`src/rtl/id_ex_alu_stage.sv`:
```
// -----------------------------------------------------------------------------
// id_ex_alu_stage
//
// ID/EX pipeline register for the RV32I core. One decoded instruction is
// captured per cycle. The stage selects the ALU operands, generates the 4-bit
// ALU operation code, and registers the memory, write-back and branch control
// for the execute stage. The hazard unit can hold the stage (stall) or load a
// bubble into it (flush).
//
// Ports
//   clk, reset        core clock (rising edge), async active-high reset
//   valid_in          decode stage presents an instruction this cycle
//   stall / flush     hold all outputs / load a bubble (flush wins)
//   opcode, funct3,   instruction fields [6:0], [14:12], bit 30
//   funct7b5
//   pc_in, rs1_data,  instruction address, register operands,
//   rs2_data, imm     sign-extended immediate
//   rd_in             destination register
//   alu_a, alu_b      registered ALU operands
//   operation         registered ALU operation code
//   store_data        registered rs2_data
//   pc_out, imm_out   registered pc / immediate for the branch-target adder
//   rd_out            registered destination register
//   valid_out, reg_write, mem_read, mem_write, mem_to_reg, branch, illegal
//                     registered control bits
//
// Every output comes straight from a flop; no input reaches an output
// combinationally.
// -----------------------------------------------------------------------------
module id_ex_alu_stage #(
   parameter int XLEN   = 32,
   parameter int REG_AW = 5
) (
   input  logic              clk,
   input  logic              reset,
   input  logic              valid_in,
   input  logic              stall,
   input  logic              flush,
   input  logic [6:0]        opcode,
   input  logic [2:0]        funct3,
   input  logic              funct7b5,
   input  logic [XLEN-1:0]   pc_in,
   input  logic [XLEN-1:0]   rs1_data,
   input  logic [XLEN-1:0]   rs2_data,
   input  logic [XLEN-1:0]   imm,
   input  logic [REG_AW-1:0] rd_in,
   output logic [XLEN-1:0]   alu_a,
   output logic [XLEN-1:0]   alu_b,
   output logic [3:0]        operation,
   output logic [XLEN-1:0]   store_data,
   output logic [XLEN-1:0]   pc_out,
   output logic [XLEN-1:0]   imm_out,
   output logic [REG_AW-1:0] rd_out,
   output logic              valid_out,
   output logic              reg_write,
   output logic              mem_read,
   output logic              mem_write,
   output logic              mem_to_reg,
   output logic              branch,
   output logic              illegal
);

   // opcodes
   localparam logic [6:0] OP_R      = 7'b0110011;
   localparam logic [6:0] OP_I      = 7'b0010011;
   localparam logic [6:0] OP_LOAD   = 7'b0000011;
   localparam logic [6:0] OP_STORE  = 7'b0100011;
   localparam logic [6:0] OP_BRANCH = 7'b1100011;
   localparam logic [6:0] OP_LUI    = 7'b0110111;
   localparam logic [6:0] OP_AUIPC  = 7'b0010111;

   // ALU operation codes as consumed by the execute-stage ALU
   localparam logic [3:0] ALU_ADD = 4'b0000;
   localparam logic [3:0] ALU_AND = 4'b0001;
   localparam logic [3:0] ALU_OR  = 4'b0010;
   localparam logic [3:0] ALU_SLL = 4'b0011;
   localparam logic [3:0] ALU_SLT = 4'b0100;  // unsigned compare in the ALU
   localparam logic [3:0] ALU_SRL = 4'b0101;
   localparam logic [3:0] ALU_SUB = 4'b0110;
   localparam logic [3:0] ALU_XOR = 4'b0111;
   localparam logic [3:0] ALU_BEQ = 4'b1000;
   localparam logic [3:0] ALU_BNE = 4'b1001;
   localparam logic [3:0] ALU_BLT = 4'b1010;
   localparam logic [3:0] ALU_BGE = 4'b1011;

   // Whole ID/EX entry. An all-zero entry is a bubble.
   typedef struct packed {
      logic [XLEN-1:0]   a;
      logic [XLEN-1:0]   b;
      logic [3:0]        op;
      logic [XLEN-1:0]   sd;
      logic [XLEN-1:0]   pc;
      logic [XLEN-1:0]   imm;
      logic [REG_AW-1:0] rd;
      logic              valid;
      logic              rw;
      logic              mr;
      logic              mw;
      logic              m2r;
      logic              br;
      logic              ill;
   } ex_t;

   ex_t dec;
   ex_t ex_q;

   // ---------------------------------------------------------------------------
   // Decode of the instruction currently on the inputs
   // ---------------------------------------------------------------------------
   always_comb begin
      dec       = '0;
      dec.valid = 1'b1;
      dec.a     = rs1_data;
      dec.b     = rs2_data;
      dec.op    = ALU_ADD;
      dec.sd    = rs2_data;
      dec.pc    = pc_in;
      dec.imm   = imm;
      dec.rd    = rd_in;

      case (opcode)
         OP_R, OP_I: begin
            dec.rw = 1'b1;
            if (opcode == OP_I)
               dec.b = imm;
            case (funct3)
               // funct7b5 selects SUB only for register-register; in ADDI
               // bit 30 is part of the immediate.
               3'b000:  dec.op = (opcode == OP_R && funct7b5) ? ALU_SUB : ALU_ADD;
               3'b001:  dec.op = ALU_SLL;
               3'b010:  dec.op = ALU_SLT;
               3'b011:  dec.op = ALU_SLT;
               3'b100:  dec.op = ALU_XOR;
               // The ALU has no arithmetic shift, so SRA/SRAI are rejected.
               3'b101:  begin
                  if (funct7b5)
                     dec.ill = 1'b1;
                  else
                     dec.op = ALU_SRL;
               end
               3'b110:  dec.op = ALU_OR;
               default: dec.op = ALU_AND;
            endcase
         end
         OP_LOAD: begin
            dec.b   = imm;
            dec.mr  = 1'b1;
            dec.m2r = 1'b1;
            dec.rw  = 1'b1;
         end
         OP_STORE: begin
            dec.b  = imm;
            dec.mw = 1'b1;
         end
         OP_BRANCH: begin
            dec.br = 1'b1;
            case (funct3)
               3'b000:  dec.op = ALU_BEQ;
               3'b001:  dec.op = ALU_BNE;
               3'b100:  dec.op = ALU_BLT;
               3'b101:  dec.op = ALU_BGE;
               default: dec.ill = 1'b1;
            endcase
         end
         OP_LUI: begin
            dec.a  = '0;
            dec.b  = imm;
            dec.rw = 1'b1;
         end
         OP_AUIPC: begin
            dec.a  = pc_in;
            dec.b  = imm;
            dec.rw = 1'b1;
         end
         default: dec.ill = 1'b1;
      endcase

      // An illegal entry travels down the pipe as a valid, side-effect-free
      // slot so the trap logic can see it; its data fields are kept.
      if (dec.ill) begin
         dec.op  = ALU_ADD;
         dec.rw  = 1'b0;
         dec.mr  = 1'b0;
         dec.mw  = 1'b0;
         dec.m2r = 1'b0;
         dec.br  = 1'b0;
      end
   end

   // ---------------------------------------------------------------------------
   // Pipeline register: reset > flush > stall > capture
   // ---------------------------------------------------------------------------
   always_ff @(posedge clk or posedge reset) begin
      if (reset)
         ex_q <= '0;
      else if (flush)
         ex_q <= '0;
      else if (!stall)
         ex_q <= valid_in ? dec : '0;
   end

   assign alu_a      = ex_q.a;
   assign alu_b      = ex_q.b;
   assign operation  = ex_q.op;
   assign store_data = ex_q.sd;
   assign pc_out     = ex_q.pc;
   assign imm_out    = ex_q.imm;
   assign rd_out     = ex_q.rd;
   assign valid_out  = ex_q.valid;
   assign reg_write  = ex_q.rw;
   assign mem_read   = ex_q.mr;
   assign mem_write  = ex_q.mw;
   assign mem_to_reg = ex_q.m2r;
   assign branch     = ex_q.br;
   assign illegal    = ex_q.ill;

endmodule
```
`config.mk`:
```
export PLATFORM = sky130hd
export DESIGN_NAME = id_ex_alu_stage
export DESIGN_NICKNAME = d
export VERILOG_FILES = /design/src/rtl/id_ex_alu_stage.sv
export SDC_FILE = /design/constraint.sdc
export NUM_CORES = 1
export LEC_CHECK = 0
export CAP_MARGIN = 15
export CORE_MARGIN = 1.5
export CORE_UTILIZATION = 42
export CTS_CLUSTER_DIAMETER = 120
export DETAILED_ROUTE_END_ITERATION = 8
export PLACE_DENSITY_LB_ADDON = 0.25
export SETUP_SLACK_MARGIN = 0.4
export SLEW_MARGIN = 10
export SYNTH_ARGS = -nofsm -noshare
export SYNTH_HDL_FRONTEND = slang
export SYNTH_SLANG_ARGS = --single-unit
```
`constraint.sdc`:
```
create_clock -name clk -period 5.8 [get_ports clk]
set_input_delay 0.58 -clock clk [delete_from_list [all_inputs] [get_ports clk]]
set_output_delay 0.58 -clock clk [all_outputs]
set_load 0.005 [all_outputs]
```
==> impl_metrics.json, run 1 <==
{
  "grt_max_degree": 94,
  "clk_latency_ps": 420,
  "cp_slowest_cell": "clkdlybuf4s50_1",
  "final_nets": 1070,
  "leakagePower_uw": 0.004961,
  "ys_ff_latch": 175,
  "ys_seq_area_share_pct": 61.91,
  "setup_viol": 0,
  "finalSetupTns_ps": 0,
  "numCtsBuffers": 17,
  "ant_nets": 0,
  "rrSetupSlack_ps": 4970,
  "drtIter0Drc": 433,
  "post-cts-setup-buffers": 0,
  "die_w_um": 132.8,
  "area_growth_pct": 56.36,
  "die_area_mm2": 0.01763,
  "status": "complete, no violations",
  "finalCritPeriodShare_pct": 49.26,
  "syn-instance-count": 624,
  "cap_violations": 0,
  "synth.distinct_cells": 38,
  "power_uw": 2854,
  "io_buffers": 324,
  "fin_hold_ws_ps": 477.2,
  "avgSynthCellArea_um2": 11.33,
  "min_from": "operation[3]$_DFFE_PP0P_",
  "drc": 0,
  "cp_cell_sequence": "clkdlybuf4s50_1, nand2b_4, or2_1, buf_4, and2_1, buf_4, o211ai_1",
  "grt_pass1_vias": 6084,
  "wl_mm": 22.01,
  "clk_pin_slew_worst_paths_ps": 60,
  "endpoint_kind": "flip-flop",
  "firstDrtPassIters": 4,
  "grt_overflow": 0,
  "p_per_area_mw_per_mm2": 258.1,
  "hold_viol_final": 0,
  "critical_path.reg2reg.endpoint": "alu_a[21]$_DFFE_PP0P_",
  "vdd_drop_max_mv": 0.2101,
  "fillers": 1287,
  "worst-path-max-fanout": 32,
  "antenna_found_initial": 0,
  "fin_skew_ps": 0,
  "synthesis.area_mm2": 0.007073,
  "diodes": 0,
  "initial_utilization_pct": 42.80,
  "worst_hold_path.num_cells": 1,
  "rsz0062_at_grt": "false",
  "crit_arrival_ps": 3140,
  "cts-resized-gates": 0,
  "synth_nets": 773,
  "drive_gt1_share_pct": 5.145,
  "detailed_place_hpwl_mm": 15.33,
  "fmax_ghz": 0.3500,
  "hold_buffers": 0,
  "place_congestion": 0.8441,
  "cp_data_required_time_ps": 6090,
  "worstReg2RegStart": "alu_a[21]$_DFFE_PP0P_",
  "grt_first_pass_wirelength_mm": 34.64,
  "grtUsageTotal_pct": 25.22,
  "rows": 47,
  "cts.path.max_buffers": 2,
  "htreeDepth": 4,
  "ios": 325,
  "vias": 6177,
  "start_kind": "primary input",
  "core_area_mm2": 0.01652,
  "min_to": "operation[3]$_DFFE_PP0P_",
  "cts-root-buf": "clkbuf_16",
  "slew_violations": 0,
  "cpPeakStageDelay_ps": 650,
  "reg2regPathDepth": 1,
  "cts_tree": "done",
  "clock-sinks": 175,
  "path_class": "in2reg",
  "cp_common_cell": "buf_4",
  "hold_class": "reg2reg",
  "routed_via_density": 5.357,
  "relSlewSlack_pct": 43.59,
  "tightest_slew_ps": 846.1,
  "die_h_um": 132.8,
  "yosysWarnings": 0,
  "fin_crit_ps": 2857,
  "drt-wirelength-per-cell_um": 19.09
}
[cell families after synthesis]
kind of cell	count (synthesis)	share of synthesized area, %
buffers and inverters	63	4.051
flip-flops	175	61.91
AO/OA/AOI/OAI	157	18.59
AND/OR/NAND/NOR	229	15.44
[per-stage QoR]
stage | worst slack (ps) | std cells | instance area, um2 | util, %
after floorplan | 474.8 | 624 | 7073 | -
after global placement | 2581 | 1122 | 10430 | 63.14
after detailed placement | 2475 | 1122 | 10430 | 63.14
after CTS | 2924 | 1153 | 11060 | 66.93
after global routing | 2742 | 1153 | 11060 | 66.93
final | 2943 | 1153 | 11060 | 66.93
[synthesized netlist by cell type]
cell type | count | share of area [%]
a21oi_1 | 6 | 0.42
o21a_1 | 1 | 0.11
clkbuf_1 | 43 | 2.3
and2_1 | 1 | 0.089
nand4b_1 | 2 | 0.25
nand2_1 | 146 | 7.7
o211ai_1 | 32 | 3.4
nand4_1 | 32 | 2.8
a311oi_1 | 1 | 0.12
and4bb_2 | 1 | 0.18
and2_4 | 1 | 0.12
o22ai_1 | 1 | 0.089
buf_6 | 6 | 0.96
nor2_1 | 2 | 0.11
a211oi_1 | 1 | 0.11
dfrtp_1 | 175 | 62
nand2b_1 | 2 | 0.18
buf_2 | 1 | 0.071
nor3_1 | 2 | 0.14
a22oi_1 | 1 | 0.11
nor2b_1 | 2 | 0.18
a21o_1 | 3 | 0.32
a22o_1 | 69 | 8.5
a32o_1 | 2 | 0.28
buf_1 | 6 | 0.32
nor4_1 | 3 | 0.27
or2_1 | 1 | 0.089
nor3b_2 | 1 | 0.18
nor4bb_1 | 1 | 0.14
o21ai_0 | 7 | 0.50
o41ai_1 | 2 | 0.25
and3_1 | 30 | 2.7
nor3b_1 | 1 | 0.11
a221o_1 | 30 | 4.2
buf_4 | 1 | 0.11
inv_1 | 6 | 0.32
nand2b_4 | 1 | 0.19
o31ai_1 | 1 | 0.11
[critical path, delay by kind of cell]
family | cells | cell delay, ps
AND/OR/NAND/NOR | 3 | 990
buffers and inverters | 3 | 1390
AO/OA/AOI/OAI | 1 | 160
[placed cells by master (no fill, tap or decap), types with 2 or more instances in the layout]
master / n
nand2_1: 146
clkdlybuf4s50_1: 324
inv_6: 4
clkbuf_16: 17
a22o_1: 69
a21o_1: 3
nor2_1: 2
o41ai_1: 2
buf_4: 11
nand4_1: 32
nor4_1: 3
a221o_1: 30
nand4b_1: 2
o211ai_1: 32
a21oi_1: 6
dfrtp_1: 175
and3_1: 30
o21ai_0: 7
inv_1: 5
a32o_1: 2
clkinvlp_4: 3
nand2b_1: 2
bufinv_16: 4
[state kept, by name, summed over array words and instances, names as in the netlist]
signal / cells
branch: 1
valid_out: 1
imm_out: 32
mem_write: 1
pc_out: 32
operation: 4
alu_a: 32
store_data: 32
mem_read: 1
reg_write: 1
illegal: 1
rd_out: 5
alu_b: 32
[power by group]
group	internal [uW]	switching (uW)
clock	734	486
combinational	202	141
sequential	1270	25.4
total	2200	653
[cell type report]
cell class	instances	area, um2	share of cell area (%)
clock buffer	19	442.9	4.005
clock inverter	12	182.7	1.652
inverter	6	27.53	0.2489
multi-input combinational	386	2426	21.94
sequential	175	4379	39.60
tap	220	275.3	2.489
timing repair buffer	335	3326	30.07
[how the worst max path moves through the flow]
stage	startpoint	slack [ps]	to
after floorplan	reset	470	alu_a[0]$_DFFE_PP0P_
after global placement	opcode[6]	2580	alu_b[16]$_DFFE_PP0P_
after detailed placement	opcode[6]	2470	alu_b[10]$_DFFE_PP0P_
after CTS	opcode[6]	2920	alu_b[2]$_DFFE_PP0P_
after global routing	opcode[6]	2740	alu_b[2]$_DFFE_PP0P_
final	opcode[6]	2940	alu_b[2]$_DFFE_PP0P_
[metal layers]
| metal | share of wire (%) | GRT usage [%] | wire (um) | vias up |
|---|---|---|---|---|
| met5 | 0 | 0 | 0 | - |
| met4 | 2.1 | 8.486 | 453 | 0 |
| met3 | 7.7 | 7.471 | 1701 | 34 |
| met2 | 49 | 40.52 | 10680 | 260 |
| met1 | 42 | 32.82 | 9175 | 3003 |
| li1 | - | - | - | 2880 |
Note: power is estimated with default switching activity, not from simulation.
==> inputs of run 2 (changes only) <==
- CORE_UTILIZATION: 42 -> 38
- clock period: 5.8 -> 2.4 ns (I/O delays scaled with it)
==> run 2 against run 1 <==
Against the previous run: the flow now finishes with violations (DRC); non-clock buffer count up 9; via count up 1.5%; utilization is 4.5 points lower; sequential share of layout area decreased by 0.79 points; largest power group unchanged; critical endpoint is now operation[0]$_DFFE_PP0P_; hold slack got worse by 190 ps; clock power rose to 2.5 times the previous value.
==> impl_metrics.json, run 2 (synthesized netlist as in run 1, its figures left out) <==
{
  "hold_class": "in2async",
  "p_sw_share_pct": 23.05,
  "drtIter0Drc": 424,
  "path_class": "in2reg",
  "detailed_place_hpwl_mm": 16.02,
  "crit_arrival_ps": 2040,
  "area_growth_pct": 59.54,
  "dpl_cell_area_mm2": 0.01064,
  "endpoint_kind": "flip-flop",
  "dp_cells": 1140,
  "grt_overflow": 0,
  "place_congestion": 0.8351,
  "firstDrtPassIters": 8,
  "cts.path.max_buffers": 2,
  "grtUsageTotal_pct": 24.25,
  "violations": "DRC",
  "p_per_area_mw_per_mm2": 623.8,
  "cap_violations": 0,
  "wl_mm": 23.18,
  "cts-root-buf": "clkbuf_16",
  "combPwrFrac_pct": 12.4,
  "status": "finished with violations",
  "ant_nets": 0,
  "final_nets": 1079,
  "start_kind": "primary input",
  "die_area_mm2": 0.01944,
  "grt_first_pass_wirelength_mm": 36.69,
  "dp_slack_ps": 262.6,
  "fin_crit_ps": 1687,
  "htreeDepth": 4,
  "io_buffers": 324,
  "mostFrequentLayoutCells": "clkdlybuf4s50_1 (324), dfrtp_1 (175), nand2_1 (146)",
  "grt_pass1_vias": 6335,
  "relSlewSlack_pct": 49.86,
  "clk_pin_slew_worst_paths_ps": 70,
  "utilization_pct": 62.39,
  "fin_area_mm2": 0.01128,
  "multi_input_area_mm2": 0.002426,
  "setup_slack_ps": 713.3,
  "hold_buffers": 0,
  "core_area_mm2": 0.01809,
  "drive_gt1_share_pct": 6.151,
  "die_h_um": 139.4,
  "routed_via_density": 5.348,
  "fin_skew_ps": 0,
  "clkPwrFrac_pct": 43.3,
  "cp_data_required_time_ps": 2760,
  "leakagePower_uw": 0.005057,
  "antenna_found_initial": 0,
  "regArea_mm2": 0.004379,
  "grt_max_degree": 104,
  "finalCritPeriodShare_pct": 70.28,
  "instances_no_fill": 1172,
  "post-cts-setup-buffers": 0,
  "rsz0062_at_grt": "false",
  "initial_utilization_pct": 39.11,
  "rows": 49,
  "vias": 6268,
  "slew_violations": 0,
  "vdd_drop_max_mv": 0.5023,
  "diodes": 0,
  "worst-path-max-fanout": 6,
  "cts-resized-gates": 0,
  "layout_commonest_cell": "clkdlybuf4s50_1",
  "drc": 25,
  "clk_latency_ps": 430,
  "die_w_um": 139.4,
  "cts_tree": "done",
  "p_seq_share_pct": 44.3,
  "fmax_ghz": 0.5929,
  "fillers": 1514,
  "setup_viol": 0,
  "clock-sinks": 175,
  "p_sw_uw": 1622,
  "ios": 325,
  "numCtsBuffers": 17,
  "p_int_uw": 5417,
  "fin_hold_ws_ps": 288.5,
  "drt-wirelength-per-cell_um": 19.78,
  "hold_viol_final": 0,
  "tightest_slew_ps": 750.5
}
==> run 2: cell count changes in the layout (fill, tap and decap cells not counted) <==
cell,delta
buf_4,-1
clkbuf_8,+2
inv_6,-2
inv_8,+1
buf_12,+10
==> run 2: area by class of cell <==
type,instances,share of cell area [%]
multi-input combinational,386,21.50
clock inverter,11,1.574
clock buffer,21,4.169
timing repair buffer,344,31.18
sequential,175,38.81
tap,229,2.539
inverter,6,0.2328
==> run 2: stage by stage <==
step                      setup TNS [ps]  total power [uW]
after floorplan                   -13760              3436
after global placement                 0              4043
after detailed placement               0              4050
after CTS                              0              7121
after global routing                   0              7324
final                                  0              7039
==> run 2: worst max-delay path, cell delays in order <==
cell,delay (ps)
clkdlybuf4s50_1,510
nor3b_4,480
nand2_1,220
nor3_1,400
a22o_1,190
==> run 2: layer usage <==
metal  routed length (um)  track usage, %  part of all wire, %  vias up
met1                 9547           31.51                   41     3086
met5                    0               0                    0        -
met3                 1849           6.538                  8.0       34
met4                  570           8.119                  2.5        0
li1                     -               -                    -     2915
met2                11220           39.33                   48      233
==> run 2: power groups by stage <==
stage	Combinational (uW)	Sequential, uW	Clock, uW
final	871	3120	3050
after global routing	940	3130	3250
after CTS	883	3120	3120
after detailed placement	879	3170	0
after global placement	874	3170	0
after floorplan	257	3180	0
==> run 2: worst paths after layout <==
kind | depth (start not counted) | from | slack [ps] | endpoint
max | 5 | flush | 710 | operation[0]$_DFFE_PP0P_
min | 2 | reset | 290 | pc_out[4]$_DFFE_PP0P_
max reg2reg | 1 | alu_a[4]$_DFFE_PP0P_ | 1560 | alu_a[4]$_DFFE_PP0P_
min reg2reg | 2 | imm_out[3]$_DFFE_PP0P_ | 480 | imm_out[3]$_DFFE_PP0P_
max in group asynchronous | 3 | reset | 1490 | store_data[0]$_DFFE_PP0P_
min in group clk | 3 | imm[20] | 360 | imm_out[20]$_DFFE_PP0P_
